==> config.mk <==
export PLATFORM = sky130hd
export DESIGN_NAME = game24_engine_p
export DESIGN_NICKNAME = d
export VERILOG_FILES = /design/src/rtl/game24_engine_p.sv
export SDC_FILE = /design/constraint.sdc
export NUM_CORES = 1
export LEC_CHECK = 0
export CAP_MARGIN = 20
export CORE_ASPECT_RATIO = 1.4
export CORE_UTILIZATION = 54
export DETAILED_ROUTE_END_ITERATION = 8
export PLACE_DENSITY = 0.79
export RECOVER_POWER = 50
export SYNTH_ARGS = -nofsm -noshare
export SYNTH_HDL_FRONTEND = slang
export SYNTH_SLANG_ARGS = --single-unit
==> constraint.sdc <==
create_clock -name clk -period 16.75 [get_ports clk]
set_input_delay 2.5125 -clock clk [delete_from_list [all_inputs] [get_ports clk]]
set_output_delay 2.5125 -clock clk [all_outputs]
set_load 0.005 [all_outputs]
==> src/rtl/game24_engine_p.sv <==
// game24_engine_p: card-slot engine for the 24 game.
// Holds N_CARDS operand slots and merges two selected cards with an operator.
// Rejects illegal arithmetic and reports win or lose when one card is left.
// Optional build macro GAME24_UNDO_EN adds a merge history stack and the undo key (0xE).
module game24_engine_p #(
  parameter int N_CARDS = 4,
  parameter int W       = 10,
  parameter int TARGET  = 24,
  localparam int IW     = (N_CARDS > 2) ? $clog2(N_CARDS) : 1
) (
  input  logic                 clk,
  input  logic                 rst,
  input  logic                 start,
  input  logic                 restart,
  input  logic                 key_valid,
  input  logic [3:0]           key_code,
  input  logic [N_CARDS*W-1:0] cards_in,
  output logic [N_CARDS*W-1:0] nums,
  output logic [N_CARDS-1:0]   valid_mask,
  output logic [IW-1:0]        sel_a,
  output logic [IW-1:0]        sel_b,
  output logic [1:0]           op,
  output logic [2:0]           sel_flags,
  output logic                 busy,
  output logic                 win,
  output logic                 lose,
  output logic                 err
);

  typedef enum logic [1:0] {S_IDLE, S_SEL, S_EXEC, S_DONE} state_t;

  state_t       state;
  logic [W-1:0] slot   [N_CARDS];
  logic [W-1:0] shadow [N_CARDS];
  logic         have_a, have_b, have_op;

  logic          card_hit, is_op, take_a, take_b, go_exec;
  logic [IW-1:0] card_idx;
  logic [1:0]    op_code;

  logic [W-1:0]       opa, opb, result;
  logic               legal, last_card;
  logic [IW-1:0]      lo, hi;
  logic [N_CARDS-1:0] merged_mask;

`ifdef GAME24_UNDO_EN
  localparam int DEPTH = N_CARDS - 1;
  localparam int SPW   = $clog2(N_CARDS) + 1;

  logic [IW-1:0]  hist_lo  [DEPTH];
  logic [IW-1:0]  hist_hi  [DEPTH];
  logic [W-1:0]   hist_lov [DEPTH];
  logic [W-1:0]   hist_hiv [DEPTH];
  logic [SPW-1:0] sp;
  logic [SPW-1:0] top;
  logic           undo_hit;

  assign top      = sp - 1'b1;
  assign undo_hit = key_valid && (key_code == 4'hE) && (sp != '0) &&
                    ((state == S_SEL) || (state == S_DONE));
`endif

  assign sel_flags = {have_op, have_b, have_a};
  assign busy      = (state == S_SEL) || (state == S_EXEC);

  // Pack the slot array onto the flat output bus
  always_comb begin
    for (int i = 0; i < N_CARDS; i++) nums[i*W +: W] = slot[i];
  end

  // Decode the keypad event against the current selection
  always_comb begin
    card_hit = 1'b0;
    card_idx = '0;
    for (int i = 0; i < N_CARDS; i++) begin
      if ((key_code == 4'(i + 1)) && valid_mask[i]) begin
        card_hit = 1'b1;
        card_idx = IW'(i);
      end
    end
    is_op   = (key_code >= 4'hA) && (key_code <= 4'hD);
    op_code = 2'(key_code - 4'hA);
    take_a  = key_valid && card_hit && !have_a;
    take_b  = key_valid && card_hit && have_a && !have_b && (card_idx != sel_a);
    go_exec = (have_a || take_a) && (have_b || take_b) && (have_op || (key_valid && is_op));
  end

  // Merge arithmetic on the two selected slots
  always_comb begin
    opa    = slot[sel_a];
    opb    = slot[sel_b];
    lo     = (sel_a < sel_b) ? sel_a : sel_b;
    hi     = (sel_a < sel_b) ? sel_b : sel_a;
    legal  = 1'b1;
    result = '0;
    case (op)
      2'd0: result = opa + opb;
      2'd1: begin
        legal  = (opa >= opb);
        result = opa - opb;
      end
      2'd2: result = opa * opb;
      default: begin
        legal  = (opb != '0) ? ((opa % opb) == '0) : 1'b0;
        result = (opb != '0) ? (opa / opb) : '0;
      end
    endcase
    merged_mask = valid_mask & ~(N_CARDS'(1) << hi);
    last_card   = ($countones(merged_mask) == 1);
  end

  // Game state machine: deal, restart, selection, merge and (optionally) undo
  always_ff @(posedge clk) begin
    err <= 1'b0;
    if (rst) begin
      state      <= S_IDLE;
      for (int i = 0; i < N_CARDS; i++) begin
        slot[i]   <= '0;
        shadow[i] <= '0;
      end
      valid_mask <= '0;
      sel_a      <= '0;
      sel_b      <= '0;
      op         <= '0;
      have_a     <= 1'b0;
      have_b     <= 1'b0;
      have_op    <= 1'b0;
      win        <= 1'b0;
      lose       <= 1'b0;
`ifdef GAME24_UNDO_EN
      sp         <= '0;
`endif
    end else if (start) begin
      for (int i = 0; i < N_CARDS; i++) begin
        slot[i]   <= cards_in[i*W +: W];
        shadow[i] <= cards_in[i*W +: W];
      end
      valid_mask <= '1;
      have_a     <= 1'b0;
      have_b     <= 1'b0;
      have_op    <= 1'b0;
      win        <= 1'b0;
      lose       <= 1'b0;
      state      <= S_SEL;
`ifdef GAME24_UNDO_EN
      sp         <= '0;
`endif
    end else if (restart && (state != S_IDLE)) begin
      for (int i = 0; i < N_CARDS; i++) slot[i] <= shadow[i];
      valid_mask <= '1;
      have_a     <= 1'b0;
      have_b     <= 1'b0;
      have_op    <= 1'b0;
      win        <= 1'b0;
      lose       <= 1'b0;
      state      <= S_SEL;
`ifdef GAME24_UNDO_EN
      sp         <= '0;
    end else if (undo_hit) begin
      // Both slots come back; the lo slot gets its pre-merge value
      slot[hist_lo[top]]       <= hist_lov[top];
      slot[hist_hi[top]]       <= hist_hiv[top];
      valid_mask[hist_hi[top]] <= 1'b1;
      have_a                   <= 1'b0;
      have_b                   <= 1'b0;
      have_op                  <= 1'b0;
      win                      <= 1'b0;
      lose                     <= 1'b0;
      state                    <= S_SEL;
      sp                       <= top;
`endif
    end else begin
      case (state)
        S_SEL: begin
          if (key_valid) begin
            if (take_a) begin
              sel_a  <= card_idx;
              have_a <= 1'b1;
            end else if (take_b) begin
              sel_b  <= card_idx;
              have_b <= 1'b1;
            end else if (is_op) begin
              op      <= op_code;
              have_op <= 1'b1;
            end
            if (go_exec) state <= S_EXEC;
          end
        end
        S_EXEC: begin
          have_a  <= 1'b0;
          have_b  <= 1'b0;
          have_op <= 1'b0;
          if (legal) begin
            slot[lo]   <= result;
            valid_mask <= merged_mask;
`ifdef GAME24_UNDO_EN
            hist_lo[sp]  <= lo;
            hist_hi[sp]  <= hi;
            hist_lov[sp] <= slot[lo];
            hist_hiv[sp] <= slot[hi];
            sp           <= sp + 1'b1;
`endif
            // The survivor is always slot 0, which is the lo slot of the last merge
            if (last_card) begin
              state <= S_DONE;
              win   <= (result == W'(TARGET));
              lose  <= (result != W'(TARGET));
            end else begin
              state <= S_SEL;
            end
          end else begin
            err   <= 1'b1;
            state <= S_SEL;
          end
        end
        default: ;
      endcase
    end
  end

endmodule

==> metrics <==
outcome=complete, no violations; Max Fanout on Critical Path=7; Post-Place Worst Slack=-0.7153 ns; top cell type's share of synthesized area=22.11%; Critical-path top delay cell=mux4_2; Final min period=16.25 ns; Yosys reg bits=102; Synth area leaders=edfxtp_1 (22%), ha_1 (13%), mux4_2 (5.4%); Fmax achieved=61.55 MHz; Area growth syn-to-layout=28.02%; asr flop ratio synth=0%; DR iter-0 viols=675; post-synthesis cell area=10860 µm²; Gate Count Post-Synth=1196; Placer Congestion=0.9924; R2R depth=73; Worst-Skew Late Latency=0.35 ns; Antenna Nets Post-Route=0; Vias per Instance=6.482; wire per inst=22.22 µm; CP Capture Type=flop; cts bufs inserted=9; layout cells sized above 1=20.33%; WS Path Type=flop to flop; Reg-to-Reg Start=slot[3][9]; hold depth=2; root buffer cell=clkbuf_16; largest net degree at the start of global routing=42; Max VDD drop=0.0001390 V; Slowest Stage Delay on Critical Path=0.56 ns; synth unique cells=85; Row Count=61; Top FF cell, synth=edfxtp_1; Worst-Margin Slew=1.180 ns; Vias=10690; CP startpoint=slot[3][9]; CTS tree=built; gr ovfl total=0; max cap viols=0; sequential share of the synthesized area=26.17%; reg2reg end=slot[3][1]; initial antenna violation count=0; FILL cells=1464; Syn Nets=1381; total chip power=2.375 mW; most common cell in the netlist=ha_1; Fin Clk Skew=0.009937 ns; worst min path class=flop to flop; first-pass GRT wire length=54980 µm; area of the core=19770 µm²; Post-DP HPWL=27740 µm; Total GRT Usage=34.84%; # IOs=106; CP required=16.82 ns; pins over their slew limit=0; Slew Limit Headroom=21.35%; Detailed Route WL=36630 µm; vias in the first global route=10560; Hold Path Origin=have_b; Hold Path Sink=have_b; static leakage=5.552 nW; Commonest cells post-synth=ha_1 (110), nor2_1 (104), a21oi_1 (91); DIE AREA=20700 µm²; Initial Utilization=54.96%; Worst path most repeated cell=buf_4; ant diodes=0; Hold Vio Cnt, Final=0; clock tree sinks=102; residual DRC count=0; final setup fails=0; period utilization=97.00%; H-Tree Depth=3; power density over cell area=170.8 nW/µm²; PortBufs=105; Post-synth EDFFs=80; nets@finish=1577; width of the die=121.9 µm; CTS clock-pin slew for the worst setup and hold paths=0.07 ns; Yosys top cell by area=edfxtp_1; CTS Buffer Depth=2; die height=169.8 µm; final core occ=70.36%; Crit path arrival time=16.31 ns; Setup WS post-layout=0.5023 ns; yosys warns=0; Syn Area/Cell=9.084 µm²; DR pass1 iterations=7; Setup crit start kind=flop; worst reg2reg setup slack=0.50 ns; hold-fix buffer count after cts=0
[how the worst max path moves through the flow]
stage	to	cells after the start
finish	slot[3][1]	73
CTS	slot[2][3]	70
floorplan	slot[2][0]	73
detailed placement	slot[0][5]	68
global placement	slot[3][4]	68
global route	slot[0][6]	74
[cells by family after synthesis]
family,count (synthesis),synth area share (%)
adder cells (fa/ha/maj),136,17.46
AND/OR/NAND/NOR,374,17.61
flip-flops,102,26.17
XOR/XNOR,46,3.835
AO/OA/AOI/OAI,363,22.91
buffers and inverters,133,5.113
multiplexers,42,6.910
[what timing repair did]
item | 4_1_cts | 5_1_grt
setup buffers | 6 | 44
gates resized for setup | 14 | 105
pin swaps | 3 | 36
cloned | 0 | 4
endpoints found under the setup margin | 87 | 88
[sequential cells by signal (all words and copies together), names as in the netlist, 2 cells and up, named ones only]
register / flops
op: 2
sel_a: 2
sel_b: 2
shadow: 40
slot: 40
state: 2
valid_mask: 4
[cell usage in the layout, fill, tap and decap left out, types with 11 or more instances in the layout]
| master | instances |
|---|---|
| nor2_1 | 97 |
| o21ai_1 | 11 |
| o21ai_0 | 33 |
| mux4_2 | 26 |
| nand2b_1 | 16 |
| xor2_1 | 14 |
| a21oi_2 | 12 |
| a21oi_1 | 79 |
| edfxtp_1 | 80 |
| ha_1 | 101 |
| dlygate4sd3_1 | 52 |
| o31ai_1 | 47 |
| and2_1 | 12 |
| mux2i_1 | 11 |
| nand2_1 | 66 |
| buf_4 | 115 |
| xnor2_1 | 31 |
| fa_1 | 25 |
| nand4_1 | 11 |
| a211oi_1 | 12 |
| nand3_1 | 17 |
| o21a_1 | 34 |
| inv_1 | 88 |
| nor2b_1 | 12 |
| dfxtp_1 | 20 |
| nor3_1 | 31 |
| and2_0 | 38 |
| clkdlybuf4s50_1 | 53 |
[where the power goes]
| part | total (mW) | switching (mW) | internal, mW | leakage (nW) |
|---|---|---|---|---|
| combinational | 1.86 | 1.04 | 0.823 | 4.36 |
| sequential | 0.306 | 0.0137 | 0.292 | 1.06 |
| clock | 0.209 | 0.0925 | 0.116 | 0.136 |
| total | 2.38 | 1.14 | 1.23 | 5.55 |
[cell type report]
class                      instances  area (µm²)  share of cell area (%)
multi-input combinational        963        8061                   57.96
sequential                       102        2848                   20.48
timing repair buffer             228        2054                   14.77
inverter                          88       330.3                   2.375
tap                              252       315.3                   2.267
clock buffer                       9       225.2                   1.619
clock inverter                     7       73.82                  0.5308
[routing by layer]
layer	global-route usage, %	up-vias	part of all wire (%)
met4	24.32	0	7.7
met2	60.62	552	50
met5	0	-	0
met3	4.993	171	6.7
li1	-	4901	-
met1	38.66	5065	35
[metrics by stage]
step                instances  cell area, µm²  hold WS (ns)  setup TNS (ns)
finish                   1649           13910        0.5418               0
global placement         1578           12660        0.5143          -19.04
global route             1649           13910        0.5582          -7.869
detailed placement       1578           12660        0.5268          -51.45
CTS                      1600           13070        0.5364               0
floorplan                1196           10940        0.4809               0
[critical path: cells and delay by family, from the launching register on]
family          cells  cell delay, ns
mux                 1            0.56
simple gates       14            3.06
buf+inv            13            2.04
fa+ha+maj           9            2.76
xor+xnor            2            0.33
flops               1            0.51
compound gates     34            6.65
No activity file was read; power rests on OpenSTA's default activity.
